### src/rtl/limb_pkg.sv
// Shared types for the memory access unit: bus trans encodings, FSM states and request payload.
package limb_pkg;

  localparam int unsigned ADDR_W  = 32;
  localparam int unsigned DATA_W  = 32;
  localparam int unsigned TRANS_W = 2;
  localparam int unsigned PROT_W  = 2;

  localparam logic [TRANS_W-1:0] TRANS_I = 2'b00;
  localparam logic [TRANS_W-1:0] TRANS_C = 2'b01;
  localparam logic [TRANS_W-1:0] TRANS_N = 2'b10;
  localparam logic [TRANS_W-1:0] TRANS_S = 2'b11;

  typedef enum logic [1:0] {
    ST_IDLE = 2'b00,
    ST_ADDR = 2'b01,
    ST_DATA = 2'b10
  } state_e;

  typedef struct packed {
    logic              write;
    logic [ADDR_W-1:0] addr;
    logic [DATA_W-1:0] wdata;
    logic              size;
    logic              priv;
  } req_t;

endpackage

### src/rtl/memory_access_unit_if.sv
// Requester + memory bus bundle for memory_access_unit; slave = the unit, master = requester/memory side.
interface memory_access_unit_if;
  import limb_pkg::*;

  logic                req_valid;
  logic                req_ready;
  logic                req_write;
  logic [ADDR_W-1:0]   req_addr;
  logic [DATA_W-1:0]   req_wdata;
  logic                req_size;
  logic                req_priv;
  logic                rsp_valid;
  logic [DATA_W-1:0]   rsp_rdata;
  logic                rsp_abort;
  logic [ADDR_W-1:0]   addr;
  logic [DATA_W-1:0]   wdata;
  logic [DATA_W-1:0]   rdata;
  logic                abort;
  logic                write;
  logic                size;
  logic [PROT_W-1:0]   prot;
  logic [TRANS_W-1:0]  trans;

  modport slave (
    input  req_valid, req_write, req_addr, req_wdata, req_size, req_priv, rdata, abort,
    output req_ready, rsp_valid, rsp_rdata, rsp_abort, addr, wdata, write, size, prot, trans
  );

  modport master (
    output req_valid, req_write, req_addr, req_wdata, req_size, req_priv, rdata, abort,
    input  req_ready, rsp_valid, rsp_rdata, rsp_abort, addr, wdata, write, size, prot, trans
  );

endinterface

### src/rtl/memory_access_unit.sv
// Single-outstanding memory access unit: IDLE -> ADDR -> DATA, response two cycles after accept.
// Define MEMORY_ACCESS_SEQ_EN to mark back-to-back consecutive accesses as sequential (trans=11).
module memory_access_unit
  import limb_pkg::*;
(
  input  logic                 clk,
  input  logic                 n_reset,
  memory_access_unit_if.slave  bus
);

  state_e              state_q, state_d;
  logic                req_ready_q, req_ready_d;
  logic                rsp_valid_q, rsp_valid_d;
  logic [DATA_W-1:0]   rsp_rdata_q, rsp_rdata_d;
  logic                rsp_abort_q, rsp_abort_d;
  logic [ADDR_W-1:0]   addr_q, addr_d;
  logic [DATA_W-1:0]   wdata_q, wdata_d;
  logic                write_q, write_d;
  logic                size_q, size_d;
  logic [PROT_W-1:0]   prot_q, prot_d;
  logic [TRANS_W-1:0]  trans_q, trans_d;
  logic                is_write_q, is_write_d;
  logic                seq_hit_c;
  req_t                req;

  assign req = '{write: bus.req_write, addr: bus.req_addr, wdata: bus.req_wdata,
                 size: bus.req_size, priv: bus.req_priv};

`ifdef MEMORY_ACCESS_SEQ_EN
  logic hist_valid_q, hist_valid_d;

  // addr_q/is_write_q still describe the previous access while back in IDLE
  assign seq_hit_c = hist_valid_q && (req.write == is_write_q) &&
                     (req.addr == addr_q + ADDR_W'(1));
`else
  assign seq_hit_c = 1'b0;
`endif

  always_comb begin
    state_d     = state_q;
    req_ready_d = req_ready_q;
    rsp_valid_d = 1'b0;
    rsp_rdata_d = '0;
    rsp_abort_d = 1'b0;
    addr_d      = addr_q;
    wdata_d     = wdata_q;
    write_d     = 1'b0;
    size_d      = size_q;
    prot_d      = prot_q;
    trans_d     = TRANS_I;
    is_write_d  = is_write_q;
`ifdef MEMORY_ACCESS_SEQ_EN
    hist_valid_d = hist_valid_q;
`endif

    unique case (state_q)
      ST_IDLE: begin
`ifdef MEMORY_ACCESS_SEQ_EN
        hist_valid_d = 1'b0;
`endif
        if (bus.req_valid && req_ready_q) begin
          state_d     = ST_ADDR;
          req_ready_d = 1'b0;
          addr_d      = req.addr;
          wdata_d     = req.wdata;
          write_d     = req.write;
          is_write_d  = req.write;
          size_d      = req.size;
          prot_d      = {req.priv, 1'b1};
          trans_d     = seq_hit_c ? TRANS_S : TRANS_N;
        end
      end
      ST_ADDR: begin
        state_d = ST_DATA;
      end
      ST_DATA: begin
        state_d     = ST_IDLE;
        req_ready_d = 1'b1;
        rsp_valid_d = 1'b1;
        rsp_abort_d = bus.abort;
        rsp_rdata_d = (!is_write_q && !bus.abort) ? bus.rdata : '0;
`ifdef MEMORY_ACCESS_SEQ_EN
        hist_valid_d = !bus.abort;
`endif
      end
      default: begin
        state_d     = ST_IDLE;
        req_ready_d = 1'b1;
      end
    endcase
  end

  always_ff @(posedge clk or negedge n_reset) begin
    if (!n_reset) begin
      state_q     <= ST_IDLE;
      req_ready_q <= 1'b1;
      rsp_valid_q <= 1'b0;
      rsp_rdata_q <= '0;
      rsp_abort_q <= 1'b0;
      addr_q      <= '0;
      wdata_q     <= '0;
      write_q     <= 1'b0;
      size_q      <= 1'b0;
      prot_q      <= '0;
      trans_q     <= TRANS_I;
      is_write_q  <= 1'b0;
`ifdef MEMORY_ACCESS_SEQ_EN
      hist_valid_q <= 1'b0;
`endif
    end else begin
      state_q     <= state_d;
      req_ready_q <= req_ready_d;
      rsp_valid_q <= rsp_valid_d;
      rsp_rdata_q <= rsp_rdata_d;
      rsp_abort_q <= rsp_abort_d;
      addr_q      <= addr_d;
      wdata_q     <= wdata_d;
      write_q     <= write_d;
      size_q      <= size_d;
      prot_q      <= prot_d;
      trans_q     <= trans_d;
      is_write_q  <= is_write_d;
`ifdef MEMORY_ACCESS_SEQ_EN
      hist_valid_q <= hist_valid_d;
`endif
    end
  end

  assign bus.req_ready = req_ready_q;
  assign bus.rsp_valid = rsp_valid_q;
  assign bus.rsp_rdata = rsp_rdata_q;
  assign bus.rsp_abort = rsp_abort_q;
  assign bus.addr      = addr_q;
  assign bus.wdata     = wdata_q;
  assign bus.write     = write_q;
  assign bus.size      = size_q;
  assign bus.prot      = prot_q;
  assign bus.trans     = trans_q;

endmodule

### src/flat_wrapper.sv
// flat-port wrapper written by rule: the top's interface ports become plain ports
module memory_access_unit_flat import limb_pkg::*;
  (clk, n_reset, bus_req_valid, bus_req_write, bus_req_addr, bus_req_wdata, bus_req_size, bus_req_priv, bus_rdata, bus_abort, bus_req_ready, bus_rsp_valid, bus_rsp_rdata, bus_rsp_abort, bus_addr, bus_wdata, bus_write, bus_size, bus_prot, bus_trans);
  memory_access_unit_if bus_i ();
  input  logic clk;
  input  logic n_reset;
  input wire logic [$bits(bus_i.req_valid)-1:0] bus_req_valid;
  input wire logic [$bits(bus_i.req_write)-1:0] bus_req_write;
  input wire logic [$bits(bus_i.req_addr)-1:0] bus_req_addr;
  input wire logic [$bits(bus_i.req_wdata)-1:0] bus_req_wdata;
  input wire logic [$bits(bus_i.req_size)-1:0] bus_req_size;
  input wire logic [$bits(bus_i.req_priv)-1:0] bus_req_priv;
  input wire logic [$bits(bus_i.rdata)-1:0] bus_rdata;
  input wire logic [$bits(bus_i.abort)-1:0] bus_abort;
  output wire logic [$bits(bus_i.req_ready)-1:0] bus_req_ready;
  output wire logic [$bits(bus_i.rsp_valid)-1:0] bus_rsp_valid;
  output wire logic [$bits(bus_i.rsp_rdata)-1:0] bus_rsp_rdata;
  output wire logic [$bits(bus_i.rsp_abort)-1:0] bus_rsp_abort;
  output wire logic [$bits(bus_i.addr)-1:0] bus_addr;
  output wire logic [$bits(bus_i.wdata)-1:0] bus_wdata;
  output wire logic [$bits(bus_i.write)-1:0] bus_write;
  output wire logic [$bits(bus_i.size)-1:0] bus_size;
  output wire logic [$bits(bus_i.prot)-1:0] bus_prot;
  output wire logic [$bits(bus_i.trans)-1:0] bus_trans;
  assign bus_i.req_valid = bus_req_valid;
  assign bus_i.req_write = bus_req_write;
  assign bus_i.req_addr = bus_req_addr;
  assign bus_i.req_wdata = bus_req_wdata;
  assign bus_i.req_size = bus_req_size;
  assign bus_i.req_priv = bus_req_priv;
  assign bus_i.rdata = bus_rdata;
  assign bus_i.abort = bus_abort;
  assign bus_req_ready = bus_i.req_ready;
  assign bus_rsp_valid = bus_i.rsp_valid;
  assign bus_rsp_rdata = bus_i.rsp_rdata;
  assign bus_rsp_abort = bus_i.rsp_abort;
  assign bus_addr = bus_i.addr;
  assign bus_wdata = bus_i.wdata;
  assign bus_write = bus_i.write;
  assign bus_size = bus_i.size;
  assign bus_prot = bus_i.prot;
  assign bus_trans = bus_i.trans;
  memory_access_unit u_core (.clk(clk), .n_reset(n_reset), .bus(bus_i));
endmodule
### config.mk
export PLATFORM = sky130hd
export DESIGN_NAME = memory_access_unit_flat
export DESIGN_NICKNAME = d
export VERILOG_FILES = /design/src/rtl/limb_pkg.sv /design/src/rtl/memory_access_unit_if.sv /design/src/rtl/memory_access_unit.sv /design/src/flat_wrapper.sv
export SDC_FILE = /design/constraint.sdc
export NUM_CORES = 1
export LEC_CHECK = 0
export BUFFER_PORTS_ARGS = -buffer_cell sky130_fd_sc_hd__buf_2
export CAP_MARGIN = 40
export CORE_MARGIN = 5
export CORE_UTILIZATION = 45
export CTS_CLUSTER_SIZE = 24
export DETAILED_ROUTE_END_ITERATION = 8
export GPL_ROUTABILITY_DRIVEN = 0
export HOLD_SLACK_MARGIN = 0.05
export PLACE_DENSITY = 0.79
export SLEW_MARGIN = 20
export SYNTH_ARGS = -nofsm -noshare
export SYNTH_HDL_FRONTEND = slang
export SYNTH_SLANG_ARGS = --single-unit
export TNS_END_PERCENT = 10
### constraint.sdc
create_clock -name clk -period 1.83 [get_ports clk]
set_input_delay 0 -clock clk [delete_from_list [all_inputs] [get_ports clk]]
set_output_delay 0 -clock clk [all_outputs]
set_load 0.01 [all_outputs]
==> results of run 1 <==
==> logic make-up (layout without fill, tap and decap cells) <==
kind of cell | count (synthesis) | after routing | synth area share (%)
compound gates | 1 | 1 | 0.184
buf+inv | 12 | 331 | 2.58
flops | 107 | 107 | 65.7
mux | 67 | 67 | 24.7
other cells | 1 | 1 | 0.0920
simple gates | 41 | 41 | 6.75
==> registers in the layout, summed over array words and instances (netlist names), 2 cells and up <==
register,cells
u_core.bus.wdata,32
u_core.bus.prot,2
u_core.bus.rsp_rdata,32
u_core.state_q,2
u_core.bus.addr,32
==> cells in the mapped netlist <==
cell / instances / area [um2]
sky130_fd_sc_hd__and2_1: 34 / 213
sky130_fd_sc_hd__clkbuf_1: 3 / 11.3
sky130_fd_sc_hd__dfstp_2: 1 / 26.3
sky130_fd_sc_hd__and4bb_1: 1 / 12.5
sky130_fd_sc_hd__a21o_1: 1 / 7.51
sky130_fd_sc_hd__or2_2: 1 / 6.26
sky130_fd_sc_hd__buf_6: 7 / 78.8
sky130_fd_sc_hd__buf_4: 2 / 15.0
sky130_fd_sc_hd__mux2_4: 67 / 1010
sky130_fd_sc_hd__nor4b_2: 1 / 15.0
sky130_fd_sc_hd__conb_1: 1 / 3.75
sky130_fd_sc_hd__dfrtp_1: 106 / 2650
sky130_fd_sc_hd__nand2b_1: 1 / 6.26
sky130_fd_sc_hd__nor2b_1: 2 / 12.5
sky130_fd_sc_hd__nor4bb_1: 1 / 10.0
==> how the worst min path moves through the flow <==
stage | start | end | depth (start not counted)
global placement | n_reset | u_core.bus.addr[12] | 1
CTS | n_reset | u_core.bus.addr[12] | 2
finish | n_reset | u_core.bus.addr[12] | 2
detailed placement | n_reset | u_core.bus.addr[12] | 1
global route | n_reset | u_core.bus.addr[12] | 2
floorplan | n_reset | u_core.bus.addr[0] | 0
==> layer usage <==
layer  GRT usage [%]  up-vias
met1            23.8     1486
met5               0        -
met2            38.6      136
met3            7.40       22
li1                -     1389
met4            7.67        0
==> area by class of cell <==
class / count / area share, %
clock buffer: 10 / 2.13
clock inverter: 6 / 0.697
multi-input combinational: 110 / 20.2
sequential: 107 / 41.5
tap: 108 / 2.09
timing repair buffer: 315 / 33.4
==> cell usage in the layout (no fill, tap or decap), types with 4 or more instances in the layout <==
master                          synthesis  routed
sky130_fd_sc_hd__buf_4                  2       4
sky130_fd_sc_hd__clkbuf_8               0      10
sky130_fd_sc_hd__buf_12                 0       4
sky130_fd_sc_hd__and2_1                34      34
sky130_fd_sc_hd__dlygate4sd3_1          0     102
sky130_fd_sc_hd__buf_2                  0     205
sky130_fd_sc_hd__dfrtp_1              106     106
sky130_fd_sc_hd__inv_6                  0       4
sky130_fd_sc_hd__mux2_4                67      67
==> what timing repair did <==
| item | 4_1_cts | 5_1_grt |
|---|---|---|
| hold buffers | 102 | 0 |
| hold endpoints to repair | 194 | 0 |
| setup endpoints to repair | 0 | 0 |
==> report_power, final <==
group / switching (W) / internal (W)
Clock: 0.000798 / 0.000548
Combinational: 0.000118 / 0.000230
Sequential: 0 / 0.00236
==> stage by stage <==
step | total power, W | std cells | area (um2) | utilization, % | hold slack [ps]
global placement | 0.00257 | 538 | 5260 | 60.0 | -11.4
global route | 0.00422 | 656 | 6460 | 73.7 | 207
CTS | 0.00410 | 656 | 6460 | 73.7 | 132
floorplan | 0.00242 | 229 | 4080 | - | -296
detailed placement | 0.00258 | 538 | 5260 | 60.0 | 1.32
finish | 0.00406 | 656 | 6460 | 73.7 | 154
==> results_tabular.tex, run 1 <==
\begin{tabular}{lr}
\hline
Metric & Value \\
\hline
\multicolumn{2}{l}{\textbf{Floorplanning}} \\
Die outline height & 105 um \\
CORE AREA & $\sim$8800 um2 \\
I/O pin total & around 210 \\
Die outline area & between 10,000 and 15,000 um2 \\
Initial standard-cell utilization of the core & 46.5\% \\
Count of standard-cell rows & 34 \\
Die Span X & roughly 110 um \\
\multicolumn{2}{l}{\textbf{Timing}} \\
Least-Margin Pin Slew & between 500 and 600 ps \\
Least setup slack across all paths after layout & between 200 and 300 ps \\
Pins Over Slew Limit & 0 \\
Relative max-transition margin & between 60\% and 70\% \\
Clock period minus worst slack & between 1500 and 2000 ps \\
Total negative slack for setup checks & 0 ps \\
RSZ-0062 raised after global routing & false \\
F\_max & around 630 MHz \\
Final worst path period share & between 80\% and 90\% \\
Final setup violating endpoints & 0 \\
Number of hold-slack violations in the final timing report & 0 \\
Setup clock skew after layout & between 10 and 15 ps \\
\multicolumn{2}{l}{\textbf{Finish}} \\
Fill cells & 521 \\
Sequential cell area & roughly 2700 um2 \\
Share of post-route cells with drive strength above 1 & a little over half \\
Synth-to-layout area growth & 58.4\% \\
Diode insertion count for antenna repair & 0 \\
Total number of nets in the final design & between 600 and 700 \\
Area of combinational cells with multiple inputs & between 1000 and 1500 um2 \\
\multicolumn{2}{l}{\textbf{Setup path}} \\
Worst path required time & about 2100 ps \\
Type of element capturing the critical path & flop \\
Worst R2R Start & u\_core.bus.req\_ready \\
Data arrival, critical path & roughly 1800 ps \\
Largest driver fanout on the critical path & 27 \\
Highest-delay cell along the critical path & sky130\_fd\_sc\_hd\_\_dfstp\_2 \\
Largest stage delay, worst path & 570 ps \\
Worst Setup Start Kind & flop \\
Worst Setup EP & u\_core.bus.addr[24] \\
Crit Path Class & flop to flop \\
R2R cell count & 3 \\
Series of cell instances along the critical path & and4bb\_4 > buf\_12 > mux2\_4 \\
Critical Path Start & u\_core.bus.req\_ready \\
Crit-path leading delay family & flip-flops \\
Total buffers and inverters traversed by the critical path & 1 \\
Worst flop-to-flop path endpoint & u\_core.bus.addr[24] \\
Path length in cells of the critical path & 3 \\
Reg2Reg Setup Slack & 250 ps \\
\multicolumn{2}{l}{\textbf{Detailed routing}} \\
Total DRC errors in the routed layout & 0 \\
Number of DRC violations after detailed-routing iteration 0 & between 70 and 80 \\
Antenna viol nets, final & 0 \\
DR vias & 3,033 \\
Final wirelength & about 12,000 um \\
Highest routing layer actually used & met4 \\
DRT met1 WL & 4340 um \\
Via-to-Cell Ratio & 4.62 \\
First drt pass iteration count & 4 \\
Total length of routed met2 wires & 6240 um \\
Metal3 WL & 971 um \\
Wire per inst & around 18 um \\
\multicolumn{2}{l}{\textbf{GRT}} \\
Overall global routing resource usage & between 20\% and 30\% \\
Vias in the first global route & about 3,500 \\
Number of antenna violations at the first check in global routing & 0 \\
Global route total overflow & 0 \\
Largest net degree at the start of global routing & 42 \\
Global-route wire length before repair & roughly 19,000 um \\
\multicolumn{2}{l}{\textbf{Run}} \\
Maxcap violations & 0 \\
\multicolumn{2}{l}{\textbf{Min path}} \\
Path type of the worst min-delay path & primary input to asynchronous set/reset pin \\
\multicolumn{2}{l}{\textbf{Pwr}} \\
Pleak & between 3 and 4 nW \\
Max VDD drop & $\sim$340 uV \\
Pwr Density & 628 nW/um2 \\
\multicolumn{2}{l}{\textbf{Synth}} \\
Count of distinct cell types in the synthesized netlist & 15 \\
Sequential fraction of the synthesis area & $\sim$66\% \\
Mean area per synthesized cell & 17.8 um2 \\
Number of cells produced by synthesis & 229 \\
Cell area after synthesis & roughly 4000 um2 \\
Synth Warn \# & 0 \\
Syn nets & approximately 330 \\
Number of flip-flops and latches in the synthesized netlist & $\sim$110 \\
\multicolumn{2}{l}{\textbf{CTS}} \\
Total clock buffers created by CTS & 9 \\
Cell chosen for the clock root & sky130\_fd\_sc\_hd\_\_clkbuf\_8 \\
Worst-skew pair later-pin latency & $\sim$360 ps \\
TritonCTS Sinks & 107 \\
Buffer levels on the longest clock path & 2 \\
H-tree depth & 3 \\
Cells resized by post-CTS repair & 0 \\
Clock-pin slew on the worst setup and hold paths & roughly 110 ps \\
Setup Buffers After CTS & 0 \\
Clock tree from TritonCTS & yes \\
\multicolumn{2}{l}{\textbf{Placement}} \\
Worst-case setup slack after placement & between 200 and 300 ps \\
Buffers on Ports & around 210 \\
Post-detailed-placement half-perimeter wirelength & $\sim$7300 um \\
\multicolumn{2}{l}{\textbf{Outcome}} \\
Status & finished clean \\
\hline
\end{tabular}
No activity file was read; power rests on OpenSTA's default activity.
==> run 2, diff against run 1 <==
- clock period: 1.83 -> 1.8 ns (I/O delays scaled with it)
==> run 2 against run 1 <==
Utilization about the same. Via count increased by 1.1%. Combinational power increased by 2%. Global-route usage about the same. Sequential cell count unchanged. Power increased by 1.9%. Clock-buffer cell count increased by 1. Register-to-register slack about the same. Sequential share of layout area about the same. Cell count decreased by 0.15%. Hold slack got worse by 7.1 ps. Largest cell class unchanged.
==> results_tabular.tex, run 2 (synthesis gave the netlist of run 1 again) <==
\begin{tabular}{lr}
\hline
Metric & Value \\
\hline
\multicolumn{2}{l}{\textbf{Timing}} \\
F\_max & 640 MHz (+0.97\%) \\
Setup clock skew after layout & 12.9 ps (-1.78 ps) \\
Hold slack & 147 ps (-7.14 ps) \\
Pins Over Slew Limit & 0 (unchanged) \\
Total negative slack for setup checks & 0 ps (unchanged) \\
Final setup violating endpoints & 0 (unchanged) \\
Final worst path period share & 86.8\% (+0.60 points) \\
Number of hold-slack violations in the final timing report & 0 (unchanged) \\
Clock period minus worst slack & 1560 ps (-15.2 ps) \\
RSZ-0062 raised after global routing & false \\
\multicolumn{2}{l}{\textbf{Setup path}} \\
Largest stage delay, worst path & 440 ps (-130 ps) \\
Series of cell instances along the critical path & and4bb\_4 > buf\_12 > mux2\_4 \\
Largest driver fanout on the critical path & 27 (unchanged) \\
Type of element capturing the critical path & flop \\
Highest-delay cell along the critical path & sky130\_fd\_sc\_hd\_\_dfrtp\_1 \\
Worst path required time & 2040 ps (-30 ps) \\
Data arrival, critical path & 1800 ps (about the same) \\
Crit Path Class & flop to flop \\
Worst Setup Start Kind & flop \\
\multicolumn{2}{l}{\textbf{Floorplanning}} \\
Initial standard-cell utilization of the core & 46.5\% (unchanged) \\
CORE AREA & 8760 um2 (unchanged) \\
Die outline height & 105 um (unchanged) \\
Die outline area & 11,100 um2 (unchanged) \\
Die Span X & 105 um (unchanged) \\
I/O pin total & 208 (unchanged) \\
Count of standard-cell rows & 34 (unchanged) \\
\multicolumn{2}{l}{\textbf{GRT}} \\
Global-route wire length before repair & 18,900 um (+0.48\%) \\
Overall global routing resource usage & 21.6\% (about the same) \\
Number of antenna violations at the first check in global routing & 0 (unchanged) \\
Largest net degree at the start of global routing & 48 (+14\%) \\
Global route total overflow & 0 (unchanged) \\
Vias in the first global route & 3,468 (-0.63\%) \\
\multicolumn{2}{l}{\textbf{CTS}} \\
H-tree depth & 3 (unchanged) \\
TritonCTS Sinks & 107 (unchanged) \\
Buffer levels on the longest clock path & 2 (unchanged) \\
Clock-pin slew on the worst setup and hold paths & 100 ps (about the same) \\
Total clock buffers created by CTS & 9 (unchanged) \\
Worst-skew pair later-pin latency & 350 ps (about the same) \\
Clock tree from TritonCTS & yes \\
Cell chosen for the clock root & sky130\_fd\_sc\_hd\_\_clkbuf\_8 \\
\multicolumn{2}{l}{\textbf{Finish}} \\
Post-route standard cell area excluding fillers & 6460 um2 (about the same) \\
Diode insertion count for antenna repair & 0 (unchanged) \\
Leading cell type in the layout, fill and taps excluded & sky130\_fd\_sc\_hd\_\_buf\_2 \\
Total number of nets in the final design & 646 (unchanged) \\
Fill cells & 533 (+2.3\%) \\
Post-layout instance count excluding filler cells & 655 (-0.15\%) \\
Share of post-route cells with drive strength above 1 & 54.7\% (-0.083 points) \\
Highest-count cells in the layout ignoring fill and taps & sky130\_fd\_sc\_hd\_\_buf\_2 (205), sky130\_fd\_sc\_hd\_\_dfrtp\_1 (106), sky130\_fd\_sc\_hd\_\_dlygate4sd3\_1 (102), sky130\_fd\_sc\_hd\_\_mux2\_4 (67), sky130\_fd\_sc\_hd\_\_and2\_1 (34) \\
Synth-to-layout area growth & 58.5\% (about the same) \\
\multicolumn{2}{l}{\textbf{Detailed routing}} \\
Total DRC errors in the routed layout & 0 (unchanged) \\
First drt pass iteration count & 6 (+2) \\
Highest routing layer actually used & met4 \\
DRT met1 WL & 4390 um (+1.2\%) \\
Total length of routed met2 wires & 6240 um (about the same) \\
Final wirelength & 11,900 um (+0.67\%) \\
Via-to-Cell Ratio & 4.68 (+1.2\%) \\
Metal3 WL & 1020 um (+4.6\%) \\
Number of DRC violations after detailed-routing iteration 0 & 108 (+48\%) \\
DR vias & 3,066 (+1.1\%) \\
Wire per inst & 18.1 um (+0.82\%) \\
Antenna viol nets, final & 0 (unchanged) \\
\multicolumn{2}{l}{\textbf{Pwr}} \\
Pwr Density & 639 nW/um2 (+1.8\%) \\
Pleak & 3.61 nW (-0.15\%) \\
Post-route total power & 0.00413 W (+1.9\%) \\
Max VDD drop & 568 uV (+69\%) \\
\multicolumn{2}{l}{\textbf{Min path}} \\
Path type of the worst min-delay path & primary input to asynchronous set/reset pin \\
\multicolumn{2}{l}{\textbf{Placement}} \\
Inst Count DP & 538 (unchanged) \\
Cell area after placement & 5260 um2 (unchanged) \\
Post-detailed-placement half-perimeter wirelength & 7290 um (-0.36\%) \\
Buffers on Ports & 206 (unchanged) \\
\multicolumn{2}{l}{\textbf{Outcome}} \\
Status & finished clean \\
\multicolumn{2}{l}{\textbf{Run}} \\
Maxcap violations & 0 (unchanged) \\
\hline
\end{tabular}
==> run 2: what timing repair did <==
| action | CTS | global route |
|---|---|---|
| buffers inserted | 0 | 0 |
| resized for setup | 0 | 0 |
| hold endpoints to repair | 209 | 0 |
| hold buffers | 102 | 0 |
==> run 2: path summary, 6_finish.rpt <==
kind / startpoint / end / slack (ps) / depth (start not counted)
hold / removal: n_reset / u_core.bus.wdata[6] / 150 / 2
min in group clk: bus_rdata[9] / u_core.bus.rsp_rdata[9] / 380 / 3
max in group asynchronous: n_reset / u_core.bus.req_ready / 980 / 3
setup / recovery: u_core.state_q[1] / u_core.bus.wdata[10] / 240 / 3
setup reg to reg: u_core.state_q[1] / u_core.bus.wdata[10] / 240 / 3
hold reg to reg: u_core.bus.prot[0] / u_core.bus.prot[0] / 490 / 1
==> run 2: metrics by stage <==
step	setup slack, ps	utilization (%)
after floorplan	316	-
after global placement	287	60.0
after detailed placement	260	60.0
after CTS	249	73.7
after global routing	197	73.7
final	237	73.7
==> run 2: cell type report <==
cell class | count | area (um2) | area share (%)
multi-input cells | 110 | 1310 | 20.2
clock inverters | 4 | 33.8 | 0.523
repair buffers | 315 | 2160 | 33.4
flip-flops and latches | 107 | 2680 | 41.5
clock buffers | 11 | 151 | 2.34
well taps | 108 | 135 | 2.09
==> run 2: critical path: cells and delay by family, from the launching register on <==
kind / cells / cell delay, ps
DFF: 1 / 440
buffers and inverters: 1 / 230
muxes: 1 / 330
and+or+nand+nor: 1 / 430
==> run 2: layer usage <==
metal  up-vias  track usage, %
met4         0            6.12
met2       150            38.0
met3        20            7.89
li1       1384               -
met5         -               0
met1      1512            24.7
==> run 2: where the power goes <==
part	switching, W	internal (W)
registers	0	0.00240
clock network	0.000791	0.000585
logic	0.000120	0.000233
